`src/rtl/miriscv_arb_pkg.sv`:
```
// ---------------------------------------------------------------------------
// miriscv_arb_pkg
// Types and encodings for the instruction/data memory arbiter.
//   arb_state_e  : arbiter FSM state.
//   MASTER_INSTR : index of the fetch master in request/grant vectors.
//   MASTER_DATA  : index of the LSU master in request/grant vectors.
// ---------------------------------------------------------------------------
package miriscv_arb_pkg;

    typedef enum logic [1:0] {
        IDLE      = 2'd0,
        GNT_INSTR = 2'd1,
        GNT_DATA  = 2'd2
    } arb_state_e;

    // One-bit master indices; also the encoding of the last-grant register.
    localparam logic MASTER_INSTR = 1'b0;
    localparam logic MASTER_DATA  = 1'b1;

endpackage : miriscv_arb_pkg

```
`src/rtl/miriscv_pkg.sv`:
```
// ---------------------------------------------------------------------------
// miriscv_pkg
// Core-wide constants shared by the miriscv blocks.
//   XLEN : architectural register / bus width.
// ---------------------------------------------------------------------------
package miriscv_pkg;

    localparam int XLEN = 32;

endpackage : miriscv_pkg

```
`src/rtl/miriscv_rr_arb2.sv`:
```
// ---------------------------------------------------------------------------
// miriscv_rr_arb2
// Two-way combinational picker for the memory arbiter.
//   DATA_PRIO : 0 = round-robin on ties, 1 = data master always wins ties.
//   req       : in  [1:0] request vector, indexed by MASTER_INSTR/MASTER_DATA.
//   last_gnt  : in  master granted most recently (MASTER_* encoding).
//   gnt       : out [1:0] one-hot grant (all zero when nothing requests).
// ---------------------------------------------------------------------------
module miriscv_rr_arb2
    import miriscv_arb_pkg::*;
#(
    parameter bit DATA_PRIO = 1'b0
) (
    input  logic [1:0] req,
    input  logic       last_gnt,
    output logic [1:0] gnt
);

    always_comb begin
        gnt = 2'b00;
        if (req[MASTER_INSTR] && req[MASTER_DATA]) begin
            // Tie: data wins under fixed priority, otherwise whoever was
            // not served last.
            if (DATA_PRIO || (last_gnt == MASTER_INSTR)) begin
                gnt[MASTER_DATA] = 1'b1;
            end else begin
                gnt[MASTER_INSTR] = 1'b1;
            end
        end else begin
            gnt = req;
        end
    end

endmodule : miriscv_rr_arb2

```
`src/rtl/miriscv_mem_arbiter.sv`:
```
// ---------------------------------------------------------------------------
// miriscv_mem_arbiter
// Shares one memory port between the instruction fetch unit and the LSU.
// Exactly one transaction is outstanding at a time; the winner's request
// fields are latched at grant and held on the memory port for the whole
// grant.
//   DATA_PRIO      : 0 = round-robin ties, 1 = data master wins ties.
//   clk_i, arstn_i : clock, asynchronous active-low reset.
//   instr_*        : fetch master (req/addr in, rvalid/rdata out).
//   data_*         : LSU master (req/we/be/addr/wdata in, rvalid/rdata out).
//   mem_*_o        : shared memory request fields.
//   mem_rvalid_i,
//   mem_rdata_i    : shared memory response.
// ---------------------------------------------------------------------------
module miriscv_mem_arbiter
    import miriscv_pkg::*;
    import miriscv_arb_pkg::*;
#(
    parameter bit DATA_PRIO = 1'b0
) (
    input  logic                clk_i,
    input  logic                arstn_i,

    input  logic                instr_req_i,
    input  logic [XLEN-1:0]     instr_addr_i,
    output logic                instr_rvalid_o,
    output logic [XLEN-1:0]     instr_rdata_o,

    input  logic                data_req_i,
    input  logic                data_we_i,
    input  logic [XLEN/8-1:0]   data_be_i,
    input  logic [XLEN-1:0]     data_addr_i,
    input  logic [XLEN-1:0]     data_wdata_i,
    output logic                data_rvalid_o,
    output logic [XLEN-1:0]     data_rdata_o,

    output logic                mem_req_o,
    output logic                mem_we_o,
    output logic [XLEN/8-1:0]   mem_be_o,
    output logic [XLEN-1:0]     mem_addr_o,
    output logic [XLEN-1:0]     mem_wdata_o,
    input  logic                mem_rvalid_i,
    input  logic [XLEN-1:0]     mem_rdata_i
);

    arb_state_e              state;
    logic                    last_gnt;
    logic                    abort;
    logic                    lat_we;
    logic [XLEN/8-1:0]       lat_be;
    logic [XLEN-1:0]         lat_addr;
    logic [XLEN-1:0]         lat_wdata;

    logic [1:0]              req_vec;
    logic [1:0]              gnt;
    logic                    owner_req;

    always_comb begin
        req_vec               = 2'b00;
        req_vec[MASTER_INSTR] = instr_req_i;
        req_vec[MASTER_DATA]  = data_req_i;
    end

    miriscv_rr_arb2 #(
        .DATA_PRIO (DATA_PRIO)
    ) u_pick (
        .req      (req_vec),
        .last_gnt (last_gnt),
        .gnt      (gnt)
    );

    // Request line of the master currently holding the grant.
    always_comb begin
        owner_req = 1'b0;
        case (state)
            GNT_INSTR: owner_req = instr_req_i;
            GNT_DATA:  owner_req = data_req_i;
            default:   owner_req = 1'b0;
        endcase
    end

    always_ff @(posedge clk_i or negedge arstn_i) begin
        if (!arstn_i) begin
            state     <= IDLE;
            last_gnt  <= MASTER_INSTR;
            abort     <= 1'b0;
            lat_we    <= 1'b0;
            lat_be    <= '0;
            lat_addr  <= '0;
            lat_wdata <= '0;
        end else begin
            case (state)
                IDLE: begin
                    abort <= 1'b0;
                    if (gnt[MASTER_DATA]) begin
                        state     <= GNT_DATA;
                        last_gnt  <= MASTER_DATA;
                        lat_we    <= data_we_i;
                        lat_be    <= data_be_i;
                        lat_addr  <= data_addr_i;
                        lat_wdata <= data_wdata_i;
                    end else if (gnt[MASTER_INSTR]) begin
                        // Fetches are always full-word reads.
                        state     <= GNT_INSTR;
                        last_gnt  <= MASTER_INSTR;
                        lat_we    <= 1'b0;
                        lat_be    <= '1;
                        lat_addr  <= instr_addr_i;
                        lat_wdata <= '0;
                    end
                end
                GNT_INSTR, GNT_DATA: begin
                    if (mem_rvalid_i) begin
                        state <= IDLE;
                        abort <= 1'b0;
                    end else if (!owner_req) begin
                        // Killed by the owner: the memory access still has
                        // to drain, but its response must not be delivered.
                        abort <= 1'b1;
                    end
                end
                default: state <= IDLE;
            endcase
        end
    end

    assign mem_req_o   = (state != IDLE) & ~mem_rvalid_i;
    assign mem_we_o    = lat_we;
    assign mem_be_o    = lat_be;
    assign mem_addr_o  = lat_addr;
    assign mem_wdata_o = lat_wdata;

    // A response reaches a master only if it owns the grant, has not killed
    // the transaction earlier, and is still requesting in the response cycle.
    assign instr_rvalid_o = (state == GNT_INSTR) & mem_rvalid_i & ~abort & instr_req_i;
    assign data_rvalid_o  = (state == GNT_DATA)  & mem_rvalid_i & ~abort & data_req_i;

    assign instr_rdata_o = mem_rdata_i;
    assign data_rdata_o  = mem_rdata_i;

endmodule : miriscv_mem_arbiter

```
`config.mk`:
```
export PLATFORM = sky130hd
export DESIGN_NAME = miriscv_mem_arbiter
export DESIGN_NICKNAME = d
export VERILOG_FILES = /design/src/rtl/miriscv_arb_pkg.sv /design/src/rtl/miriscv_pkg.sv /design/src/rtl/miriscv_rr_arb2.sv /design/src/rtl/miriscv_mem_arbiter.sv
export SDC_FILE = /design/constraint.sdc
export NUM_CORES = 1
export LEC_CHECK = 0
export ABC_CLOCK_PERIOD_IN_PS = 1600
export CORE_MARGIN = 2
export CORE_UTILIZATION = 34
export CTS_CLUSTER_SIZE = 40
export DETAILED_ROUTE_END_ITERATION = 10
export HOLD_SLACK_MARGIN = 0.1
export PLACE_DENSITY = 0.89
export SYNTH_ARGS = -nofsm -noshare
export SYNTH_HDL_FRONTEND = slang
export SYNTH_HIERARCHICAL = 1
export SYNTH_SLANG_ARGS = --single-unit
```
`constraint.sdc`:
```
create_clock -name clk_i -period 1.6 [get_ports clk_i]
set_input_delay 0.16 -clock clk_i [delete_from_list [all_inputs] [get_ports clk_i]]
set_output_delay 0.16 -clock clk_i [all_outputs]
set_load 0.01 [all_outputs]
```
---- Word-level counts from Yosys, hierarchy flattened ----
Cells that the tools add are included.
storage, ports and cells
  register bits ........................... 73
  latch bits .............................. 0
  memory bits (writable) .................. 0
  memory bits (read-only) ................. 0
  input port bits ......................... 138
  output and inout port bits .............. 136
  word-level logic and storage cells ...... 50
  memories ................................ 0
operators by class
  add/subtract/negate cells ............... 0
  multipliers ............................. 0
  div/mod/pow operators ................... 0
  magnitude comparators ................... 0
  equal/unequal tests ..................... 5
  shift operators ......................... 0
  muxes and demuxes ....................... 20
  bitwise operators ....................... 9
  reductions and logical operators ........ 9
operators with widths
  cell                                                                    number
  32-bit two-way mux                                                      4
  2-bit two-way mux                                                       4
  4-bit two-way mux                                                       2
  1-bit AND                                                               7
  1-bit two-way mux                                                       7
  3-bit inequality test (second input constant)                           2
  2-bit AND reduction                                                     3
  2-bit nonzero test                                                      3
  1-bit case mux with 2 select lines                                      2
  2-bit case mux with 2 select lines                                      1
  2-bit by 1-bit equality test with 1-bit output (second input constant)  1
  2-bit equality test (second input constant)                             1
  2-bit zero test                                                         1
  2-bit inequality test (second input constant)                           1
  1-bit NOT                                                               2
  2-bit OR reduction                                                      1
  1-bit logical AND                                                       1

---- Logic depth before layout (Yosys ltp) ----
  depth after elaboration ................. 5
  gate-level depth with buffers ........... 8
  gate-level depth less buffers ........... 5

---- Cells and area by module ----
Netlist, hierarchy kept.
modules (own cells, without submodules)
  module               instances  cells an instance  area each (um2)
  miriscv_mem_arbiter  1          316                3,510.9
  miriscv_rr_arb2      1          3                  18.8

---- Least setup slack after synthesis ----
OpenSTA, ideal clock, no wires.
  kind .................................... flip-flop to flip-flop
  from .................................... register state[0]
  to ...................................... register lat_wdata[10], in the netlist mem_wdata_o[10]
  arrival ................................. 1.343 ns
  required time ........................... 1.479 ns
  slack ................................... 0.136 ns
  stages on the path, launching flop included .. 8
  buffers on the path ..................... 3
  cell sequence ........................... dfrtp_1 > inv_1 > ha_1 > buf_2 > and2_1 > buf_2 > buf_2 > a22o_1
on the way
  word-level cells in the longest chain between the ends .. 2
ends and longest elaborated chain
  item                                  RTL line                    RTL
  from (decl)                           miriscv_mem_arbiter.sv:46   arb_state_e state;
  from (signal assigned)                miriscv_mem_arbiter.sv:84   state <= IDLE;
  from (signal assigned)                miriscv_mem_arbiter.sv:96   state <= GNT_DATA;
  from (signal assigned)                miriscv_mem_arbiter.sv:104  state <= GNT_INSTR;
  2-bit zero test                       miriscv_mem_arbiter.sv:92   case (state)
  2-bit AND reduction (no source line)  --
  to (signal assigned)                  miriscv_mem_arbiter.sv:101  lat_wdata <= data_wdata_i;
  to (decl)                             miriscv_mem_arbiter.sv:52   logic [XLEN-1:0] lat_wdata;
No other way between the ends.
A chain may end at the register's enable or synchronous reset.

---- Worst setup path after layout ----
  from .................................... register state[0]
  to ...................................... output data_rvalid_o
on the way
  word-level cells in the longest chain between the ends .. 4
ends and longest elaborated chain
  item                     RTL line                    RTL
  2-bit equality test      miriscv_mem_arbiter.sv:136  assign data_rvalid_o = (state == GNT_DATA) & mem_rvalid_i & ~abort & data_req_i;
  1-bit AND (3 in series)  miriscv_mem_arbiter.sv:136
  to (decl)                miriscv_mem_arbiter.sv:34   output logic data_rvalid_o,
No other way between the ends.

==> results.toml <==
[status]
status = "finished clean"

[finish]
antenna_cells = 0
final_cell_area_um2 = 5270
final_core_util_pct = 51.7
fill_cells = 898
fin_nets = 578
syn_to_final_growth_pct = 49.2
regArea_um2 = 1830
drive_gt1_share_pct = 7.92
multi_input_area_um2 = 1110

[synth]
ys_ff_latch = 73
synth_area_um2 = 3530
synth_area_per_cell_um2 = 11.1
synth_warnings = 6
synth_top_area_share_pct = 51.8
synth_edf_count = 0
yosysTopAreaCell = "dfrtp_1"
seq_area_frac_synth_pct = 51.8
synthArstFlopShare_pct = 100
synthTopCellsByArea = "dfrtp_1 52%, buf_4 14%, mux2i_1 9.1%"
ys.flop_type = "dfrtp_1"
synthDistinctLibCells = 24
netlist_instances = 319
synthesis.nets = 460

[sta]
finalSetupTns_ns = 0
finalSetupViolCount = 0
tightest_slew_ns = 0.519
period_needed_ns = 1.54
max_slew_margin_pct = 65.4
fin_hold_ws_ns = 0.320
hold_viol_final = 0
fin_skew_ns = 0.00531
slew_viol_final = 0
setup_ws_ns = 0.0576
clock.fmax_ghz = 0.648
fin_crit_sh_pct = 96.4

[place]
io_buffers = 177
hpwl_um = 6800
placedInstanceArea_um2 = 5040
dp_slack_ns = -0.148
place.gp.congestion = 0.715

[cts]
htreeDepth = 3
clk_pin_slew_ns = 0.07
cts_tree = "yes"
clkSinkCount = 73
cts_buffers = 9
clk_latency_ns = 0.34
cts-root-buf = "clkbuf_8"
clock_path_buffers = 2

[grt]
grt_pass1_vias = 2898
antenna_found_initial = 0
globalRouteTotalUtil_pct = 15.8
globalRouteMet1Util_pct = 16.3
overflow = 0
grt_util_met2_pct = 27.6
met3_usage_pct = 6.93
grt_max_degree = 51
grt_pass1_wl_um = 14000
grt_busiest_layer = "met2"

[worst_setup_path]
cp_max_fo = 3
crit_arrival_ns = 1.38
critPathSlowestCell = "dfrtp_1"
worstSetupPathType = "register to primary output"
critical_path.endpoint_type = "primary output"
required_ns = 1.44
slowest_delay_ns = 0.41
crit_path_start_kind = "register"
path_cells = "inv_2, ha_1, nand2_1, nor2_1, clkdlybuf4s15_2"

[floorplanning]
coreArea_um2 = 10200
die_w_um = 106
start_util_pct = 34.7
rows = 37
dieArea_um2 = 11200
fp.dieH_um = 106
io_pins = 274

[power_and_ir_drop]
powerDensity_nw_per_um2 = 1700
p_leak_nw = 2.28
peakVddDrop_mv = 0.876

[drt]
first_pass_iters = 4
vias = 2704
routedWlPerCell_um = 15.5
final_antenna_net_count = 0
route.detailed.drc = 0
drt-initial-drc-count = 72
routed_wl_um = 8950
vias_per_cell = 4.68

[job]
cap_violations = 0

[min_path]
hold_class = "input port to primary output"
-- layer usage --
metal	part of all wire, %	up-vias
met1	37	1276
met3	9.6	34
li1	-	1268
met4	2.4	0
met5	0	-
met2	51	126
-- metrics by stage --
step,std cells,power (W)
5_1_grt,578,0.00951
4_1_cts,577,0.00907
3_3_place_gp,560,0.00727
3_5_place_dp,560,0.00743
6_report,578,0.00895
2_1_floorplan,319,0.00521
-- cells in the mapped netlist (2+ instances only) --
master	number
nand2_1	37
buf_4	66
a21oi_1	3
nor2_1	3
dfrtp_1	73
mux2i_1	32
buf_2	12
o22a_1	4
o21ai_1	6
ha_1	3
a22o_1	33
buf_6	2
nand2b_1	3
inv_1	4
o21ai_0	27
clkbuf_1	3
-- what timing repair did --
action	CTS	global route
hold endpoints to repair	38	0
resized for setup	8	4
pin swaps	0	1
buffers inserted	0	1
hold buffers	1	0
endpoints found under the setup margin	3	3
-- flip-flops by register name (all words and copies together) (netlist names) --
register / count
mem_addr_o: 32
mem_wdata_o: 32
mem_be_o: 4
state: 2
abort: 1
last_gnt: 1
mem_we_o: 1
-- cell usage in the layout (no fill, tap or decap), drive strengths merged --
cell type / netlist / layout
nor2: 3 / 3
and2: 1 / 1
dfrtp: 73 / 73
o21ai: 34 / 34
clkdlybuf4s50: 0 / 173
clkbuf: 3 / 12
nand2b: 3 / 3
o22ai: 1 / 1
o22a: 4 / 4
clkdlybuf4s15: 0 / 1
a21boi: 2 / 2
buf: 80 / 14
mux2i: 32 / 32
a22o: 33 / 33
nand2: 37 / 37
clkinv: 0 / 3
a32o: 1 / 1
inv: 4 / 4
bufinv: 0 / 2
a21oi: 3 / 3
dlygate4sd3: 0 / 1
nor2b: 1 / 1
o21a: 1 / 1
ha: 3 / 3
-- critical path, delay by kind of cell, from the launching register on --
| kind | cells | cell delay, ns |
|---|---|---|
| buf+inv | 2 | 0.30 |
| fa+ha+maj | 1 | 0.15 |
| simple gates | 2 | 0.18 |
| flops | 1 | 0.41 |
-- path summary, 6_finish.rpt --
kind                            startpoint                to  slack, ns  cells past startpoint
max in group asynchronous          arstn_i   mem_wdata_o[29]       0.68                      3
max reg2reg                       state[0]   mem_wdata_o[29]       0.10                      6
min                        mem_rdata_i[15]  data_rdata_o[15]       0.32                      0
min in group asynchronous          arstn_i    mem_wdata_o[6]       0.33                      2
max                               state[0]     data_rvalid_o       0.06                      5
min reg2reg                 mem_addr_o[11]    mem_addr_o[11]       0.48                      2
-- area by class of cell --
class | count | area share, %
sequential | 73 | 34.7
multi-input combinational | 159 | 21.1
clock buffer | 11 | 2.69
tap | 136 | 3.23
inverter | 4 | 0.285
timing repair buffer | 190 | 36.5
clock inverter | 5 | 1.50
-- cells by family (layout without fill, tap and decap cells) --
group,count (synthesis),after routing,share of synthesized area [%]
AO/OA/AOI/OAI,79,79,15.8
adder cells (fa/ha/maj),3,3,1.06
buffers and inverters,87,210,17.1
flip-flops,73,73,51.8
multiplexers,32,32,9.07
AND/OR/NAND/NOR,45,45,5.14
-- power breakdown --
| part | switching (W) | total [W] | internal [W] |
|---|---|---|---|
| sequential | 0.000485 | 0.00316 | 0.00267 |
| clock | 0.000663 | 0.00158 | 0.000918 |
| combinational | 0.00181 | 0.00422 | 0.00241 |
| total | 0.00295 | 0.00895 | 0.00600 |
(Power assumes the default switching activity.)
